<file path="config.mk">
export PLATFORM = sky130hd
export DESIGN_NAME = intercal_alu_sequencer
export DESIGN_NICKNAME = d
export VERILOG_FILES = /design/src/rtl/intercal_alu_sequencer.sv
export SDC_FILE = /design/constraint.sdc
export NUM_CORES = 1
export LEC_CHECK = 0
export ABC_AREA = 1
export CELL_PAD_IN_SITES_DETAIL_PLACEMENT = 1
export CELL_PAD_IN_SITES_GLOBAL_PLACEMENT = 1
export CORE_MARGIN = 2
export CORE_UTILIZATION = 33
export DETAILED_ROUTE_END_ITERATION = 12
export PLACE_DENSITY_LB_ADDON = 0.12
export SLEW_MARGIN = 10
export SYNTH_ARGS = -nofsm -noshare
export SYNTH_HDL_FRONTEND = slang
export SYNTH_SLANG_ARGS = --single-unit
</file>
<file path="constraint.sdc">
create_clock -name clk -period 1.4 [get_ports clk]
set_clock_uncertainty 0.1 [all_clocks]
set_input_delay 0.28 -clock clk [delete_from_list [all_inputs] [get_ports clk]]
set_output_delay 0.28 -clock clk [all_outputs]
set_load 0.02 [all_outputs]
</file>
<file path="src/rtl/intercal_alu_sequencer.sv">
// intercal_alu_sequencer
//   Byte-stream command front end for the INTERCAL ALU core. An opcode byte
//   followed by little-endian operand bytes arrives on a valid/ready input
//   stream. The assembled opcode and operands are held steady on the ALU
//   inputs, the combinational ALU result is captured in a single execute
//   cycle, and the 32-bit result then leaves as four bytes (LSB first) on a
//   valid/ready output stream.
//
// Ports
//   clk        rising-edge clock
//   rst_n      asynchronous active-low reset
//   in_data    command/operand byte           in_valid / in_ready handshake
//   out_data   result byte                    out_valid / out_ready handshake
//   alu_op     registered opcode to the ALU
//   alu_a      registered operand A to the ALU
//   alu_b      registered operand B to the ALU
//   alu_f      combinational ALU result
//   busy       high whenever a command is in progress
module intercal_alu_sequencer (
  input  logic        clk,
  input  logic        rst_n,
  input  logic [7:0]  in_data,
  input  logic        in_valid,
  output logic        in_ready,
  output logic [7:0]  out_data,
  output logic        out_valid,
  input  logic        out_ready,
  output logic [3:0]  alu_op,
  output logic [31:0] alu_a,
  output logic [31:0] alu_b,
  input  logic [31:0] alu_f,
  output logic        busy
);

  typedef enum logic [2:0] {
    S_IDLE   = 3'd0,
    S_LOAD_A = 3'd1,
    S_LOAD_B = 3'd2,
    S_EXEC   = 3'd3,
    S_SEND   = 3'd4
  } state_t;

  state_t      state;
  logic [1:0]  idx;
  logic        unary;
  logic [31:0] result;
  logic        in_xfer;
  logic        out_xfer;

  // Replace byte sel (0 = bits 7:0) of word with b.
  function automatic logic [31:0] put_byte(input logic [31:0] word,
                                           input logic [1:0]  sel,
                                           input logic [7:0]  b);
    logic [31:0] w;
    w = word;
    case (sel)
      2'd0:    w[7:0]   = b;
      2'd1:    w[15:8]  = b;
      2'd2:    w[23:16] = b;
      default: w[31:24] = b;
    endcase
    return w;
  endfunction

  // Extract byte sel (0 = bits 7:0) of word.
  function automatic logic [7:0] get_byte(input logic [31:0] word,
                                          input logic [1:0]  sel);
    logic [7:0] b;
    case (sel)
      2'd0:    b = word[7:0];
      2'd1:    b = word[15:8];
      2'd2:    b = word[23:16];
      default: b = word[31:24];
    endcase
    return b;
  endfunction

  assign in_ready  = (state == S_IDLE) || (state == S_LOAD_A) || (state == S_LOAD_B);
  assign out_valid = (state == S_SEND);
  assign busy      = (state != S_IDLE);
  assign in_xfer   = in_valid & in_ready;
  assign out_xfer  = out_valid & out_ready;
  // result is zero after reset, so out_data reads 0x00 then as well.
  assign out_data  = get_byte(result, idx);

  always_ff @(posedge clk or negedge rst_n) begin
    if (!rst_n) begin
      state  <= S_IDLE;
      idx    <= 2'd0;
      unary  <= 1'b0;
      alu_op <= 4'd0;
      alu_a  <= 32'd0;
      alu_b  <= 32'd0;
      result <= 32'd0;
    end else begin
      case (state)
        S_IDLE: begin
          if (in_xfer) begin
            alu_op <= in_data[3:0];
            unary  <= in_data[4];
            idx    <= 2'd0;
            // REPEAT reuses the held operands; UNARY is then irrelevant.
            state  <= in_data[5] ? S_EXEC : S_LOAD_A;
          end
        end
        S_LOAD_A: begin
          if (in_xfer) begin
            alu_a <= put_byte(alu_a, idx, in_data);
            idx   <= idx + 2'd1;
            if (idx == 2'd3) state <= unary ? S_EXEC : S_LOAD_B;
          end
        end
        S_LOAD_B: begin
          if (in_xfer) begin
            alu_b <= put_byte(alu_b, idx, in_data);
            idx   <= idx + 2'd1;
            if (idx == 2'd3) state <= S_EXEC;
          end
        end
        S_EXEC: begin
          result <= alu_f;
          idx    <= 2'd0;
          state  <= S_SEND;
        end
        S_SEND: begin
          if (out_xfer) begin
            idx <= idx + 2'd1;
            if (idx == 2'd3) state <= S_IDLE;
          end
        end
        default: begin
          state <= S_IDLE;
          idx   <= 2'd0;
        end
      endcase
    end
  end

endmodule

</file>
Word-level counts from Yosys, hierarchy flattened:

Index checks and enable logic that the tools add are counted.

* register bits after elaboration: 106
* input port bits: 44
* output and inout bits: 79
* word-level logic and storage cells: 65

* add/sub/neg operators: 1
* equal/unequal tests: 15
* multiplexer cells: 15
* bitwise operators: 3
* reduce and logical (&&, ||, !) cells: 18

Operator list (count)
* AND reduction 3 bit: 9
* case mux 8 bit (3 select lines): 1
* 2-to-1 mux 3 bit: 7
* case mux 3 bit (5 select lines): 1
* inequality test 2 x 1 -> 1 bit (second input constant): 5
* 2-to-1 mux 2 bit: 4
* AND reduction 7 bit: 1
* == test 3 x 2 -> 1 bit (second input constant): 2
* inequality test 2 bit (second input constant): 3
* case mux 2 bit (3 select lines): 1
* == test 2 bit (second input constant): 2
* == test 3 x 1 -> 1 bit (second input constant): 1
* == test 3 bit (second input constant): 1
* logical NOT 3 bit: 1
* nonzero test 3 bit: 1
* OR reduction 3 bit: 1
* adder 2 x 1 -> 2 bit (second input constant): 1
* bitwise AND 1 bit: 2
* == test 2 x 1 -> 1 bit (second input constant): 1
* logical NOT 2 bit: 1
* logical OR 1 bit: 2
* AND reduction 2 bit: 1
* OR reduction 2 bit: 1
* 2-to-1 mux 1 bit: 1
* NOT 1 bit: 1

Logic depth before layout (Yosys ltp):

* word-level depth: 6
* depth in mapped cells: 8
* depth with buffers taken out: 7

Worst setup path before layout:

No wires, ideal clock.

* path type: flip-flop to output port
* from: reg idx[0]
* to: out out_data[0]
* arrival time: 1.352 ns
* required time: 1.020 ns
* slack: -0.332 ns
* stages on the path, launching flop included: 6
* buffers on the path: 1
* path through: dfrtp_1 > ha_1 > buf_4 > clkinv_1 > nor2_1 > a31oi_1

* longest elaborated chain between the ends: 2
* elaborated cells on any way between the ends: 4
* classes of those cells: 2 x eq/ne; 1 x mux; 1 x reduce/logical

Ends and longest elaborated chain
* start, declared: RTL line 44 `logic [1:0] idx;`
* start signal, assigned: RTL line 109 `idx <= idx + 2'd1;`
* start signal, assigned: RTL line 116 `idx <= idx + 2'd1;`
* start signal, assigned: RTL line 127 `idx <= idx + 2'd1;`
* == test 2 bit (tied with other cells): RTL line 69 `case (sel)`
* case mux 8 bit (3 select lines) *: RTL line 69
* end, declared: RTL line 25 `output logic [7:0] out_data,`

Every way passes the cells marked *; elsewhere a longest branch is shown, timed or not.

Final worst setup path:

* from: reg idx[0]
* to: out out_data[2]

Same word-level chain as after synthesis.

==> qor.yml <==
grt.overflow.total: 0
htree_levels: 3
initial_core_util_pct: 33.74
rsz0062_at_grt: "true"
syn-cell-area_um2: 4451
syn-num-nets: 446
yosysMostFrequentCell: "dfrtp_1"
drv_slew: 0
antenna_found_initial: 0
leakage_nw: 3.507
drv_cap: 0
p_clk_share_pct: 13.5
grt_pass1_vias: 4194
io_pins: 123
synthTopCellsByArea: "dfrtp_1 60%, nand2_1 8.6%, mux2_2 7.1%, o21ai_1 6.3%, buf_6 3.5%"
yosys.area.top_type: "dfrtp_1"
design_area_um2: 7565
drive_above_1_share_pct: 64.32
clk_path_buf_depth: 2
num_rows: 42
antenna_cells: 0
intPower_mw: 10.91
clk_pin_slew_ns: 0.07
violations: "negative setup slack"
ys_ff_latch: 106
power_frac_seq_pct: 30.4
ys.warnings.count: 0
synth.distinct_cells: 26
fp.dieW_um: 120.1
dp.cells: 708
status: "finished, violations left"
crit_required_ns: 1.02
ant_nets: 0
yosysSeqAreaShare_pct: 59.60
critPathKind: "reg -> out"
ys.flop_type: "dfrtp_1"
tritoncts: "done"
swShare_pct: 41.75
synth-async-reset-ratio_pct: 100.0
slew-limit-headroom_pct: 56.78
critPathArrivalTime_ns: 1.62
fillers: 1337
die_y_um: 120.1
fin_crit_sh_pct: 142.5
max_clock_freq_mhz: 501.2
critPathCaptureType: "output port"
clock-root-buffer: "clkbuf_16"
avgViaCountPerCell: 4.883
dieArea_um2: 14430
power_frac_comb_pct: 56.1
fin_ws_ns: -0.5954
drt_iter0_drc: 127
synthTopCellsByCount: "106 x dfrtp_1, 102 x nand2_1, 56 x o21ai_1"
critPathMaxFanout: 5
wl_met2_um: 8082
syn2layout_area_growth_pct: 69.97
route.met3.wl_um: 806
hold_path_class: "in -> async"
highest_layer: "met4"
drt_wl_total_um: 15300
r2r_cells: 9
setup_viol_count_final: 112
stdcell_count: 759
powerDensity_nw_per_um2: 2476
final_nets: 628
routedWlPerCell_um: 20.16
drc: 0
p_sw_mw: 7.820
tightest_slew_ns: 0.6475
core_area_um2: 13190
vias: 3706
tritoncts.num_buffers: 9
period_minus_slack_ns: 1.995
hpwlAfterDp_um: 8924
gp_congestion: 0.8100
synth_top_area_share_pct: 59.60
firstDrtPassIters: 4
netlist_instances: 398
start_kind: "register"
hold_viol: 0
port-buffer-count: 122
grt_usage_pct: 21.70
grt_pass1_wl_um: 23670
holdWs_ns: 0.1852
postSynthAreaPerCell_um2: 11.18
placedInstanceArea_um2: 6243
grt_max_degree: 44
met1Wirelength_um: 6249
fin_util_pct: 57.35
power_mw: 18.73
synth-edff-count: 0
clk_latency_ns: 0.35
cts.sink_count: 106
ir_drop_mv: 0.9755
## flip-flops by register name, indices dropped and copies added (netlist names)
| register | cells |
|---|---|
| idx | 2 |
| unary | 1 |
| alu_op | 4 |
| state | 3 |
| alu_b | 32 |
| result | 32 |
| alu_a | 32 |
## per-layer routing
layer  vias to the layer above  track usage, %
li1                       1705               -
met1                      1896           26.05
met2                        90           38.03
met3                        15           6.844
met4                         0           4.779
met5                         -               0
## cells in the final DEF (no fill, tap or decap), drive strengths merged, types with 4 or more instances in the layout
cell | synthesis | layout
buf | 18 | 136
nand2 | 112 | 120
dfrtp | 106 | 106
o21ai | 71 | 71
clkdlybuf4s50 | 0 | 42
mux2 | 32 | 32
inv | 15 | 16
nor2 | 12 | 12
clkbuf | 0 | 11
a21oi | 10 | 10
a31oi | 8 | 8
nand3 | 5 | 5
ha | 4 | 4
## power groups by stage
stage / Combinational, mW / Clock, mW / Sequential, mW
floorplan: 3.88 / 0 / 6.26
finish: 10.5 / 2.52 / 5.69
CTS: 9.82 / 2.59 / 5.47
detailed placement: 8.24 / 0 / 5.36
global placement: 8.04 / 0 / 5.30
global route: 11.2 / 2.71 / 5.85
## kinds of logic (layout without fill, tap and decap cells)
logic type / Yosys count / count (layout) / synth area share, %
AO/OA/AOI/OAI: 90 / 90 / 11.08
adder cells (fa/ha/maj): 4 / 4 / 1.125
buffers and inverters: 35 / 212 / 5.566
flip-flops: 106 / 106 / 59.60
multiplexers: 32 / 32 / 8.097
AND/OR/NAND/NOR: 131 / 139 / 14.53
## final cells by class
type                       count  area [um2]  share of cell area [%]
clock buffer                  10       229.0                   3.027
clock inverter                 4       53.80                  0.7112
inverter                      17       87.58                   1.158
multi-input combinational    265        2673                   35.33
sequential                   106        2656                   35.11
tap                          176       220.2                   2.911
timing repair buffer         181        1645                   21.75
## final timing paths
path                                                to  slack (ns)                  from
worst max register to register    alu_a[5]$_DFFE_PN0P_       -0.27  state[0]$_DFFE_PN0P_
worst max-delay path                       out_data[2]       -0.60    idx[0]$_DFFE_PN0P_
worst min register to register    alu_b[8]$_DFFE_PN0P_        0.38  alu_b[8]$_DFFE_PN0P_
worst min-delay path            result[25]$_DFFE_PN0N_        0.19                 rst_n
max in group asynchronous        alu_b[30]$_DFFE_PN0P_        0.57                 rst_n
min in group clk                  alu_b[8]$_DFFE_PN0P_        0.38  alu_b[8]$_DFFE_PN0P_
## worst max-delay path, cell delays in order, from the launching register on
cell,delay [ns]
dfrtp_2,0.44
inv_4,0.08
ha_4,0.19
buf_12,0.15
a21oi_4,0.16
a31oi_4,0.10
buf_6,0.14
## timing repair
action                                  CTS  global route
gates resized for setup                 428           160
hold buffers                              1             0
endpoints found under the setup margin  185           149
hold endpoints to repair                106             0
pin swaps                                17            35
cloned                                   10             2
setup buffers                            23             6
## per-stage QoR
stage | setup TNS, ns | setup WS, ns
after floorplan | -0.5182 | -0.06478
after global placement | -29.57 | -0.6776
after detailed placement | -32.28 | -0.7655
after CTS | -22.25 | -0.5985
after global routing | -29.65 | -0.6504
final | -23.35 | -0.5954
(Power assumes the default switching activity.)
